File: config.mk
export PLATFORM = sky130hd
export DESIGN_NAME = data_sram_to_sramlike
export DESIGN_NICKNAME = d
export VERILOG_FILES = /design/src/rtl/data_sram_to_sramlike.sv
export SDC_FILE = /design/constraint.sdc
export NUM_CORES = 1
export LEC_CHECK = 0
export CORE_ASPECT_RATIO = 0.75
export CORE_MARGIN = 3
export CORE_UTILIZATION = 32
export CTS_BUF_LIST = sky130_fd_sc_hd__clkbuf_4 sky130_fd_sc_hd__clkbuf_8 sky130_fd_sc_hd__clkbuf_16
export DETAILED_ROUTE_END_ITERATION = 12
export PLACE_DENSITY = 0.85
export RECOVER_POWER = 25
export SYNTH_ARGS = -nofsm -noshare
export SYNTH_HDL_FRONTEND = slang
export SYNTH_SLANG_ARGS = --single-unit
File: constraint.sdc
create_clock -name clk -period 3.8 [get_ports clk]
set_clock_uncertainty 0.15 [all_clocks]
set_input_delay 1.14 -clock clk [delete_from_list [all_inputs] [get_ports clk]]
set_output_delay 1.14 -clock clk [all_outputs]
set_load 0.05 [all_outputs]
File: src/rtl/data_sram_to_sramlike.sv
// Bridges the MEM-stage single-cycle SRAM data port to the split-transaction
// SRAM-like port, stalling the pipeline until data_ok and holding the result.
module data_sram_to_sramlike #(
  parameter bit ALIGN_READ = 1'b1
) (
  input  logic        clk,
  input  logic        rst,
  input  logic        data_sram_en,
  input  logic [3:0]  data_sram_wen,
  input  logic [31:0] data_sram_addr,
  input  logic [31:0] data_sram_wdata,
  output logic [31:0] data_sram_rdata,
  input  logic        longest_stall,
  output logic        d_stall,
  output logic        data_req,
  output logic        data_wr,
  output logic [1:0]  data_size,
  output logic [31:0] data_addr,
  output logic [31:0] data_wdata,
  input  logic [31:0] data_rdata,
  input  logic        data_addr_ok,
  input  logic        data_data_ok
);

  // Handshake: a request is accepted on a cycle where data_req & data_addr_ok;
  // the transaction completes on the first data_data_ok at or after acceptance.
  typedef enum logic [1:0] {
    IDLE = 2'd0,
    ADDR = 2'd1,
    DATA = 2'd2,
    DONE = 2'd3
  } state_t;

  state_t      state;
  state_t      state_next;
  logic [31:0] rdata_r;
  logic        complete;

  always_ff @(posedge clk) begin
    if (rst) begin
      state <= IDLE;
    end else begin
      state <= state_next;
    end
  end

  always_comb begin
    state_next = state;
    case (state)
      IDLE: begin
        if (data_sram_en) begin
          if (data_addr_ok && data_data_ok) state_next = DONE;
          else if (data_addr_ok)            state_next = DATA;
          else                              state_next = ADDR;
        end
      end
      ADDR: begin
        if (data_addr_ok && data_data_ok) state_next = DONE;
        else if (data_addr_ok)            state_next = DATA;
      end
      DATA: begin
        if (data_data_ok) state_next = DONE;
      end
      DONE: begin
        if (!longest_stall) state_next = IDLE;
      end
      default: state_next = IDLE;
    endcase
  end

  // Only the data_ok that actually finishes the transaction is captured.
  assign complete = (state != DONE) && (state_next == DONE);

  always_ff @(posedge clk) begin
    if (rst) begin
      rdata_r <= 32'd0;
    end else if (complete) begin
      rdata_r <= data_rdata;
    end
  end

  always_comb begin
    data_req = 1'b0;
    d_stall  = 1'b0;
    case (state)
      IDLE: begin
        data_req = data_sram_en;
        d_stall  = data_sram_en;
      end
      ADDR: begin
        data_req = 1'b1;
        d_stall  = data_sram_en;
      end
      DATA: begin
        d_stall = data_sram_en;
      end
      DONE: begin
        d_stall = 1'b0;
      end
      default: begin
        data_req = 1'b0;
        d_stall  = 1'b0;
      end
    endcase
  end

  // Request fields come straight from the CPU; it holds them while stalled.
  always_comb begin
    data_wr    = |data_sram_wen;
    data_wdata = data_sram_wdata;
    data_addr  = data_sram_addr;
    case (data_sram_wen)
      4'b1111:                         data_size = 2'd2;
      4'b0011, 4'b1100:                data_size = 2'd1;
      4'b0001, 4'b0010, 4'b0100, 4'b1000: data_size = 2'd0;
      default:                         data_size = 2'd2;
    endcase
    if (!data_wr && ALIGN_READ) begin
      data_addr = {data_sram_addr[31:2], 2'b00};
    end
  end

  assign data_sram_rdata = rdata_r;

endmodule
; ---- After elaboration in Yosys (flattened, before gate mapping)
; Index checks and enable logic that the tools add are counted.
[classes]
n_eq_ne = 11
muxes = 12
n_reduce_logical = 7
[ops]
columns = operator, n
row1 = 2-bit 2-to-1 mux, 8
row2 = 4-bit by 2-bit == test with 1-bit output (second input constant), 2
row3 = 4-bit == test (second input constant), 2
row4 = 2-bit one-hot mux with 4 select lines, 1
row5 = 4-bit OR reduction, 2
row6 = 2-bit == test (second input constant), 3
row7 = 4-bit by 1-bit == test with 1-bit output (second input constant), 1
row8 = 4-bit by 3-bit == test with 1-bit output (second input constant), 1
row9 = 1-bit one-hot mux with 2 select lines, 2
row10 = 2-bit one-hot mux with 2 select lines, 1
row11 = 3-bit OR reduction, 1
row12 = 2-bit by 1-bit == test with 1-bit output (second input constant), 1
row13 = 1-bit logical AND, 2
row14 = 2-bit logical NOT, 1
row15 = 2-bit != test (second input constant), 1
row16 = 2-bit OR reduction, 1
[totals]
reg_bits = 34
out_inout_bits = 101

; ---- Logic depth before layout (Yosys ltp)
; Gate-level depths: netlist of run 1.
[depth]
depth_word = 6
depth_mapped = 5
mapped_depth_nobuf = 3

; ---- Worst setup path after synthesis of run 1
; Ideal clock, no wire load.
[synth_timing]
path_kind = input to output
from = in data_sram_wen[1]
to = out data_size[1]
arrival_ns = 2.020
required_ns = 2.510
path_slack_ns = 0.490
cell_stages = 2
path_buffers = 0
path_cell_list = nor2_1 > xnor2_1
[synth_between]
elab_chain_cells = 3
[synth_rtl]
columns = element, line
row1 = "start, declared", 9  ; input logic [3:0] data_sram_wen,
row2 = "4-bit by 1-bit == test with 1-bit output, or another cell as far along", 112  ; case (data_sram_wen)
row3 = 4-bit OR reduction / 2-bit OR reduction (equally long branches), 112
row4 = 2-bit one-hot mux with 2 select lines (*), 112
row5 = "end, declared", 17  ; output logic [1:0] data_size,
; Every way passes the cells marked *; elsewhere a longest branch is shown, timed or not.

; ---- Worst setup path in the final report of run 1
[layout_timing]
from = in data_sram_wen[2]
to = out data_addr[1]
[layout_between]
elab_chain_cells = 2
[layout_rtl]
columns = element, line
row1 = 4-bit OR reduction, 109  ; data_wr = |data_sram_wen;
row2 = 2-bit 2-to-1 mux, 118  ; if (!data_wr && ALIGN_READ) begin
row3 = "end, declared", 18  ; output logic [31:0] data_addr,
; No other way between the ends.

==> results of run 1 <==
==> worst max-delay path: stages <==
cell and delay [ns]:
clkdlybuf4s50_1 0.44, nor4_1 0.47, nor2b_1 0.11, buf_4 0.21
==> cell families after synthesis <==
kind of cell / share of synthesized area
DFF: 0.326
and+or+nand+nor: 0.225
muxes: 0.154
xor gates and xnor gates: 0.00420
buffers and inverters: 0.268
AOI/OAI and AO/OA: 0.0228
==> power by group through the flow <==
stage	registers (uW)	logic, uW	clock network, uW
after global routing	398	304	306
after detailed placement	403	290	0
after global placement	402	285	0
final	395	287	279
after floorplan	478	275	0
after CTS	395	291	292
==> sequential cells by signal (all words and copies together) (netlist names) <==
register	cells
data_sram_rdata	32
state	2
==> placed cells by master, fill, tap and decap left out, drive strengths merged, types with 2 or more instances in the layout <==
cell type,count
buf,9
clkbuf,8
clkdlybuf4s50,75
dfxtp,34
inv,3
mux2i,32
nand2,2
nand2b,64
nand3,2
nor2,5
nor2b,2
==> per-stage QoR <==
step | total power [uW] | std cells
6_report | 961 | 325
2_1_floorplan | 753 | 227
4_1_cts | 978 | 325
3_5_place_dp | 692 | 317
3_3_place_gp | 687 | 317
5_1_grt | 1010 | 325
==> final timing paths <==
| check | depth (start not counted) | slack [ns] | end | startpoint |
|---|---|---|---|---|
| setup / recovery | 4 | 0.14 | data_addr[1] | data_sram_wen[2] |
| hold reg to reg | 2 | 0.32 | data_sram_rdata[30] | data_sram_rdata[30] |
| hold / removal | 2 | 0.32 | data_sram_rdata[30] | data_sram_rdata[30] |
| setup reg to reg | 4 | 2.30 | data_sram_rdata[17] | state[0] |
==> cell type report <==
type | count | area, sq um
Fill cell | 595 | 3460
Timing Repair Buffer | 85 | 872
Multi-Input combinational cell | 117 | 846
Sequential cell | 34 | 681
Tap cell | 78 | 97.6
Clock buffer | 7 | 90.1
Inverter | 3 | 11.3
Clock inverter | 1 | 5.00
==> per-layer routing <==
metal	vias up	routed length, microns	GRT usage
met1	647	1700	0.113
li1	695	-	-
met3	19	551	0.0697
met2	85	1910	0.180
met4	0	71	0.0423
met5	-	0	0
==> results.cfg, run 1 <==
[status]
status = finished, violations left
violations = capacitance limit, slew limit

[global_route]
first_global_vias = 1496
grt_pass1_wl_microns = 6860
antenna_found_initial = 0
grt-ovfl-total = 0
grtUsageTotal = 0.110
grt_max_degree = 67

[cells_and_area]
layout-drive-gt1-share = 0.0729
nets = 352
final_util = 0.429
final_area_sq_um = 2600
diodes = 0
area_growth_pct = 24.8

[routing]
vias = 1446
first_iter_violations = 23
firstDrtPassIters = 3
drtAntennaViolNets = 0
avgRoutedWirePerCell_microns = 13.0
via_per_inst = 4.45
drcViolationCount = 0
drt_wl_total_microns = 4240

[clock_network]
h-tree-depth = 2
cts_tree = built
cts-root-buf = clkbuf_8
cts_buffers = 5
post_cts_buffers = 0
clock_latency_ns = 0.28
clock_sinks = 34
clk_pin_slew_worst_paths_ns = 0.07
clk_path_buf_depth = 2
postCtsHoldBufs = 0
cts_resized = 0

[sta]
slew_headroom = -0.255
min_period_ns = 3.66
finalCritPeriodShare = 0.964
whs_ns = 0.321
hold_viol = 0
rsz0062_at_grt = no
maxSlewViolCount = 67
tightestPinTransition_ns = 1.88
fmax_ghz = 0.273
setup_violations = 0
setup_slack_ns = 0.137
setup_tns_ns = 0

[logic_synthesis]
synth.avg_cell_area_sq_um = 9.19
synthTopCellsByCount = 64 x nand2b_1, 62 x buf_4, 34 x dfxtp_1
syn-num-nets = 333
synth_top_area_frac = 0.326
synth_area_sq_um = 2090
ys_types = 22
synth_area_leaders = dfxtp_1 33%, buf_4 22%, nand2b_1 19%
yosys_register_bits = 34
async_flop_share = 0
yosysTopAreaCell = dfxtp_1
synth_ff_type = dfxtp_1
yosysMostFrequentCell = nand2b_1
postSynthCellCount = 227
yosysSeqAreaShare = 0.326
synth-edff-count = 0
yosysWarningCount = 0

[pwr]
p_clk_frac = 0.290
p_seq_frac = 0.411
power_density_nw_per_um2 = 369
intPower_uw = 666
power.leakage_uw = 0.000964
worst_ir_drop_vdd_mv = 0.220
pwr-share-comb = 0.299
swShare = 0.307
p_switching_uw = 295

[place]
hpwl_microns = 3090
gp_congestion = 0.785
pre_cts_ws_ns = 0.138
port_buffers = 82
place_area_sq_um = 2510

[floorplanning]
die-width_microns = 99.2
ios = 207
dieArea_sq_um = 7530
rows = 24
die_y_microns = 75.9
initial_core_util = 0.344
core-area_sq_um = 6070

[worst_hold_path]
hold_path.class = reg2reg

[setup_path]
crit_type = in2out
worstPathMaxFanout = 3
worstSetupStartpointType = input port
required_ns = 2.51
cp_data_arrival_time_ns = 2.37
critPathCaptureType = primary output

[run]
max_cap_violations = 1
Note: power is estimated with default switching activity, not from simulation.
==> run 2, diff against run 1 <==
--- a/config.mk
+++ b/config.mk
@@ -5,7 +5,7 @@
 export SDC_FILE = /design/constraint.sdc
 export NUM_CORES = 1
 export LEC_CHECK = 0
-export CORE_ASPECT_RATIO = 0.75
+export CORE_ASPECT_RATIO = 1.2
 export CORE_MARGIN = 3
 export CORE_UTILIZATION = 32
 export CTS_BUF_LIST = sky130_fd_sc_hd__clkbuf_4 sky130_fd_sc_hd__clkbuf_8 sky130_fd_sc_hd__clkbuf_16
==> results.cfg, run 2 (synthesis gave the netlist of run 1 again) <==
[status]
status = complete, no violations

[place]
pre_cts_ws_ns = 0.100
place_area_sq_um = 2520
hpwl_microns = 3370
port_buffers = 82
gp_congestion = 0.637

[clock_network]
cts-root-buf = clkbuf_8
clk_pin_slew_worst_paths_ns = 0.07
cts_buffers = 5
clock_latency_ns = 0.27
h-tree-depth = 2
post_cts_buffers = 0
clock_sinks = 34
cts_tree = built
clk_path_buf_depth = 2

[sta]
maxSlewViolCount = 0
fmax_ghz = 0.280
setup_violations = 0
min_period_ns = 3.58
slew_headroom = 0.508
rsz0062_at_grt = no
whs_ns = 0.324
tightestPinTransition_ns = 0.735
setup_slack_ns = 0.224
finalCritPeriodShare = 0.941
setup_tns_ns = 0
hold_viol = 0

[routing]
drcViolationCount = 0
drtAntennaViolNets = 0
avgRoutedWirePerCell_microns = 13.6
firstDrtPassIters = 3
drt_wl_total_microns = 4470
first_iter_violations = 32
via_per_inst = 4.40
vias = 1442

[setup_path]
rr_endpoint = data_sram_rdata[11]
critPathCaptureType = primary output
crit_type = in2out
reg2reg_depth = 4
worstSetupStartpointType = input port
worstPathMaxFanout = 3
r2r-start = state[0]
critPathLaunch = data_sram_wen[2]
required_ns = 2.51
crit_end = data_addr[0]
slowest_stage = clkdlybuf4s50_1
slowest_delay_ns = 0.46
path_cells = clkdlybuf4s50_1, nor4_2, nor2b_1, buf_4
reg2reg_slack_ns = 2.05
cp_data_arrival_time_ns = 2.29

[global_route]
grt_pass1_wl_microns = 6670
grt_max_degree = 39
grt-ovfl-total = 0
grtUsageTotal = 0.115
antenna_found_initial = 0
first_global_vias = 1429

[pwr]
worst_ir_drop_vdd_mv = 0.156
power.leakage_uw = 0.000966
p_seq_frac = 0.410
p_clk_frac = 0.292
pwr-share-comb = 0.298
intPower_uw = 666
p_switching_uw = 297
swShare = 0.308
power_density_nw_per_um2 = 367

[floorplanning]
initial_core_util = 0.338
dieArea_sq_um = 7530
core-area_sq_um = 6170
ios = 207
die_y_microns = 94.4
die-width_microns = 79.7
rows = 31

[cells_and_area]
nets = 351
largest_reg_flops = 32
final_area_sq_um = 2620
diodes = 0
layout-drive-gt1-share = 0.0772
area_growth_pct = 25.7
final_cell_mix = 74 x clkdlybuf4s50_1, 64 x nand2b_1, 34 x dfxtp_1
layout_commonest_cell = clkdlybuf4s50_1

[worst_hold_path]
hold_path.class = reg2reg

[run]
max_cap_violations = 0
[run 2: changes by cell type in the layout (fill, tap and decap cells not counted), sizes merged]
cell           before  now
clkbuf              8    7
dlygate4sd3         0    1
clkdlybuf4s50      75   74
[run 2: what timing repair did]
| item | 4_1_cts | 5_1_grt |
|---|---|---|
| gates resized for setup | 0 | 1 |
| endpoints found under the hold margin | 0 | 0 |
| endpoints found under the setup margin | 0 | 3 |
| hold buffers | 0 | 0 |
[run 2: area by class of cell]
cell class | count | area (sq um)
clock buffers | 7 | 90.1
flip-flops and latches | 34 | 681
clock inverters | 1 | 5.00
multi-input cells | 117 | 852
inverters | 3 | 11.3
fillers | 586 | 3540
well taps | 82 | 103
repair buffers | 84 | 881
[run 2: per-layer routing]
metal	global-route usage	vias to the layer above	share of wire
li1	-	691	-
met1	0.109	622	0.34
met2	0.185	96	0.47
met3	0.0630	33	0.13
met4	0.0874	0	0.055
met5	0	-	0
[run 2: power by group through the flow]
| stage | logic [uW] | clock network [uW] | registers [uW] |
|---|---|---|---|
| 5_1_grt | 303 | 314 | 398 |
| 6_report | 288 | 281 | 395 |
| 4_1_cts | 290 | 297 | 395 |
| 3_3_place_gp | 287 | 0 | 403 |
| 2_1_floorplan | 275 | 0 | 478 |
| 3_5_place_dp | 290 | 0 | 403 |
[run 2: worst min path at each step]
stage                             start                   to  slack (ns)  cells past startpoint
global route         data_sram_rdata[8]   data_sram_rdata[8]        0.34                      2
global placement    data_sram_rdata[24]  data_sram_rdata[24]        0.31                      2
finish               data_sram_rdata[3]   data_sram_rdata[3]        0.32                      2
floorplan                      state[0]             state[1]        0.36                      1
CTS                  data_sram_rdata[3]   data_sram_rdata[3]        0.33                      2
detailed placement   data_sram_rdata[3]   data_sram_rdata[3]        0.31                      2
[run 2: worst max-delay path, delay by kind of cell]
kind	cells	cell delay, ns
buffers and inverters	2	0.66
AND/OR/NAND/NOR	2	0.49
[run 2: metrics by stage]
step | cells | total power (uW) | utilization
2_1_floorplan | 227 | 753 | -
3_3_place_gp | 320 | 689 | 0.409
3_5_place_dp | 320 | 692 | 0.409
4_1_cts | 328 | 982 | 0.424
5_1_grt | 328 | 1020 | 0.425
6_report | 328 | 964 | 0.425
==> run 3, diff against run 2 <==
--- a/config.mk
+++ b/config.mk
@@ -5,12 +5,14 @@
 export SDC_FILE = /design/constraint.sdc
 export NUM_CORES = 1
 export LEC_CHECK = 0
+export CELL_PAD_IN_SITES_DETAIL_PLACEMENT = 1
+export CELL_PAD_IN_SITES_GLOBAL_PLACEMENT = 1
 export CORE_ASPECT_RATIO = 1.2
 export CORE_MARGIN = 3
-export CORE_UTILIZATION = 32
+export CORE_UTILIZATION = 21
 export CTS_BUF_LIST = sky130_fd_sc_hd__clkbuf_4 sky130_fd_sc_hd__clkbuf_8 sky130_fd_sc_hd__clkbuf_16
 export DETAILED_ROUTE_END_ITERATION = 12
-export PLACE_DENSITY = 0.85
+export PLACE_DENSITY = 0.84
 export RECOVER_POWER = 25
 export SYNTH_ARGS = -nofsm -noshare
 export SYNTH_HDL_FRONTEND = slang
==> results.cfg, run 3 (synthesis gave the netlist of run 1 again) <==
[setup_path]
reg2reg_slack_ns = 2.07
crit_type = in2out
required_ns = 2.51
reg2reg_depth = 4
crit_end = data_addr[1]
critPathLaunch = data_sram_wen[2]
cp_data_arrival_time_ns = 2.30
rr_endpoint = data_sram_rdata[21]
worstSetupStartpointType = input port
r2r-start = state[0]
critPathCaptureType = primary output
worstPathMaxFanout = 3

[cells_and_area]
final_cell_mix = 74 x clkdlybuf4s50_1, 64 x nand2b_1, 34 x dfxtp_1
area_growth_pct = 30.2
layout_commonest_cell = clkdlybuf4s50_1
nets = 352
largest_reg_flops = 32
nFillCells = 1113
diodes = 0
layout-drive-gt1-share = 0.0769

[clock_network]
postCtsHoldBufs = 0
clock_latency_ns = 0.27
cts-root-buf = clkbuf_16
cts_tree = built
clock_sinks = 34
clk_path_buf_depth = 2
h-tree-depth = 2
post_cts_buffers = 0
clk_pin_slew_worst_paths_ns = 0.06
cts_resized = 0
cts_buffers = 5

[place]
gp_congestion = 0.756
port_buffers = 82
hpwl_microns = 3990

[floorplanning]
dieArea_sq_um = 11200
core-area_sq_um = 9610
initial_core_util = 0.217
rows = 39
die_y_microns = 115
die-width_microns = 97.0
ios = 207

[pwr]
power_density_nw_per_um2 = 405
worst_ir_drop_vdd_mv = 0.155
power.leakage_uw = 0.000993

[global_route]
grtUsageTotal = 0.0939
first_global_vias = 1635
grt_max_degree = 67
antenna_found_initial = 0
grt-ovfl-total = 0
grt_pass1_wl_microns = 8300

[sta]
rsz0062_at_grt = no
min_period_ns = 3.59
tightestPinTransition_ns = 0.893
fmax_ghz = 0.279
setup_tns_ns = 0
setup_violations = 0
slew_headroom = 0.405
hold_viol = 0
maxSlewViolCount = 0
whs_ns = 0.321
finalCritPeriodShare = 0.944

[routing]
avgRoutedWirePerCell_microns = 14.3
vias = 1486
firstDrtPassIters = 4
drt_wl_total_microns = 5290
drcViolationCount = 0
first_iter_violations = 23
drtAntennaViolNets = 0
via_per_inst = 4.02

[status]
status = complete, no violations

[run]
max_cap_violations = 0

[worst_hold_path]
hold_path.class = reg2reg
[run 3: power by group]
group	total, uW	internal (uW)	leakage, uW	switching (uW)
Combinational	288	131	0.000637	157
Sequential	396	381	0.000278	15.0
Clock	415	267	0.0000773	148
Total	1100	779	0.000993	320
[run 3: layout make-up]
| class | instances | area (sq um) | area share |
|---|---|---|---|
| repair buffers | 85 | 873 | 0.322 |
| multi-input cells | 117 | 846 | 0.311 |
| flip-flops and latches | 34 | 681 | 0.251 |
| well taps | 123 | 154 | 0.0567 |
| clock buffers | 7 | 146 | 0.0539 |
| inverters | 3 | 11.3 | 0.00415 |
| clock inverters | 1 | 5.00 | 0.00184 |
[run 3: critical path, stage by stage]
cell and delay [ns]:
clkdlybuf4s50_1 0.45, nor4_1 0.30, buf_4 0.19, nor2b_1 0.05, buf_4 0.18
[run 3: how the worst min path moves through the flow]
stage / start / endpoint / slack (ns) / cells past startpoint
2_1_floorplan: state[0] / state[1] / 0.36 / 1
3_3_place_gp: data_sram_rdata[8] / data_sram_rdata[8] / 0.31 / 2
3_5_place_dp: data_sram_rdata[20] / data_sram_rdata[20] / 0.32 / 2
4_1_cts: data_sram_rdata[20] / data_sram_rdata[20] / 0.33 / 2
5_1_grt: data_sram_rdata[27] / data_sram_rdata[27] / 0.35 / 2
6_report: data_sram_rdata[20] / data_sram_rdata[20] / 0.32 / 2
[run 3: per-layer routing]
metal	share of wire	GRT usage	vias to the layer above
met4	0.075	0.0852	0
li1	-	-	696
met1	0.32	0.0826	671
met5	0	0	-
met2	0.52	0.168	75
met3	0.086	0.0346	44
[run 3: per-stage QoR]
stage | instance area, sq um | utilization | std cells | setup WS, ns | power (uW)
3_5_place_dp | 2570 | 0.267 | 362 | 0.192 | 696
6_report | 2720 | 0.283 | 370 | 0.212 | 1100
4_1_cts | 2720 | 0.283 | 370 | 0.179 | 1130
3_3_place_gp | 2570 | 0.267 | 362 | 0.225 | 690
5_1_grt | 2720 | 0.283 | 370 | 0.0581 | 1160
2_1_floorplan | 2090 | - | 227 | 0.490 | 753
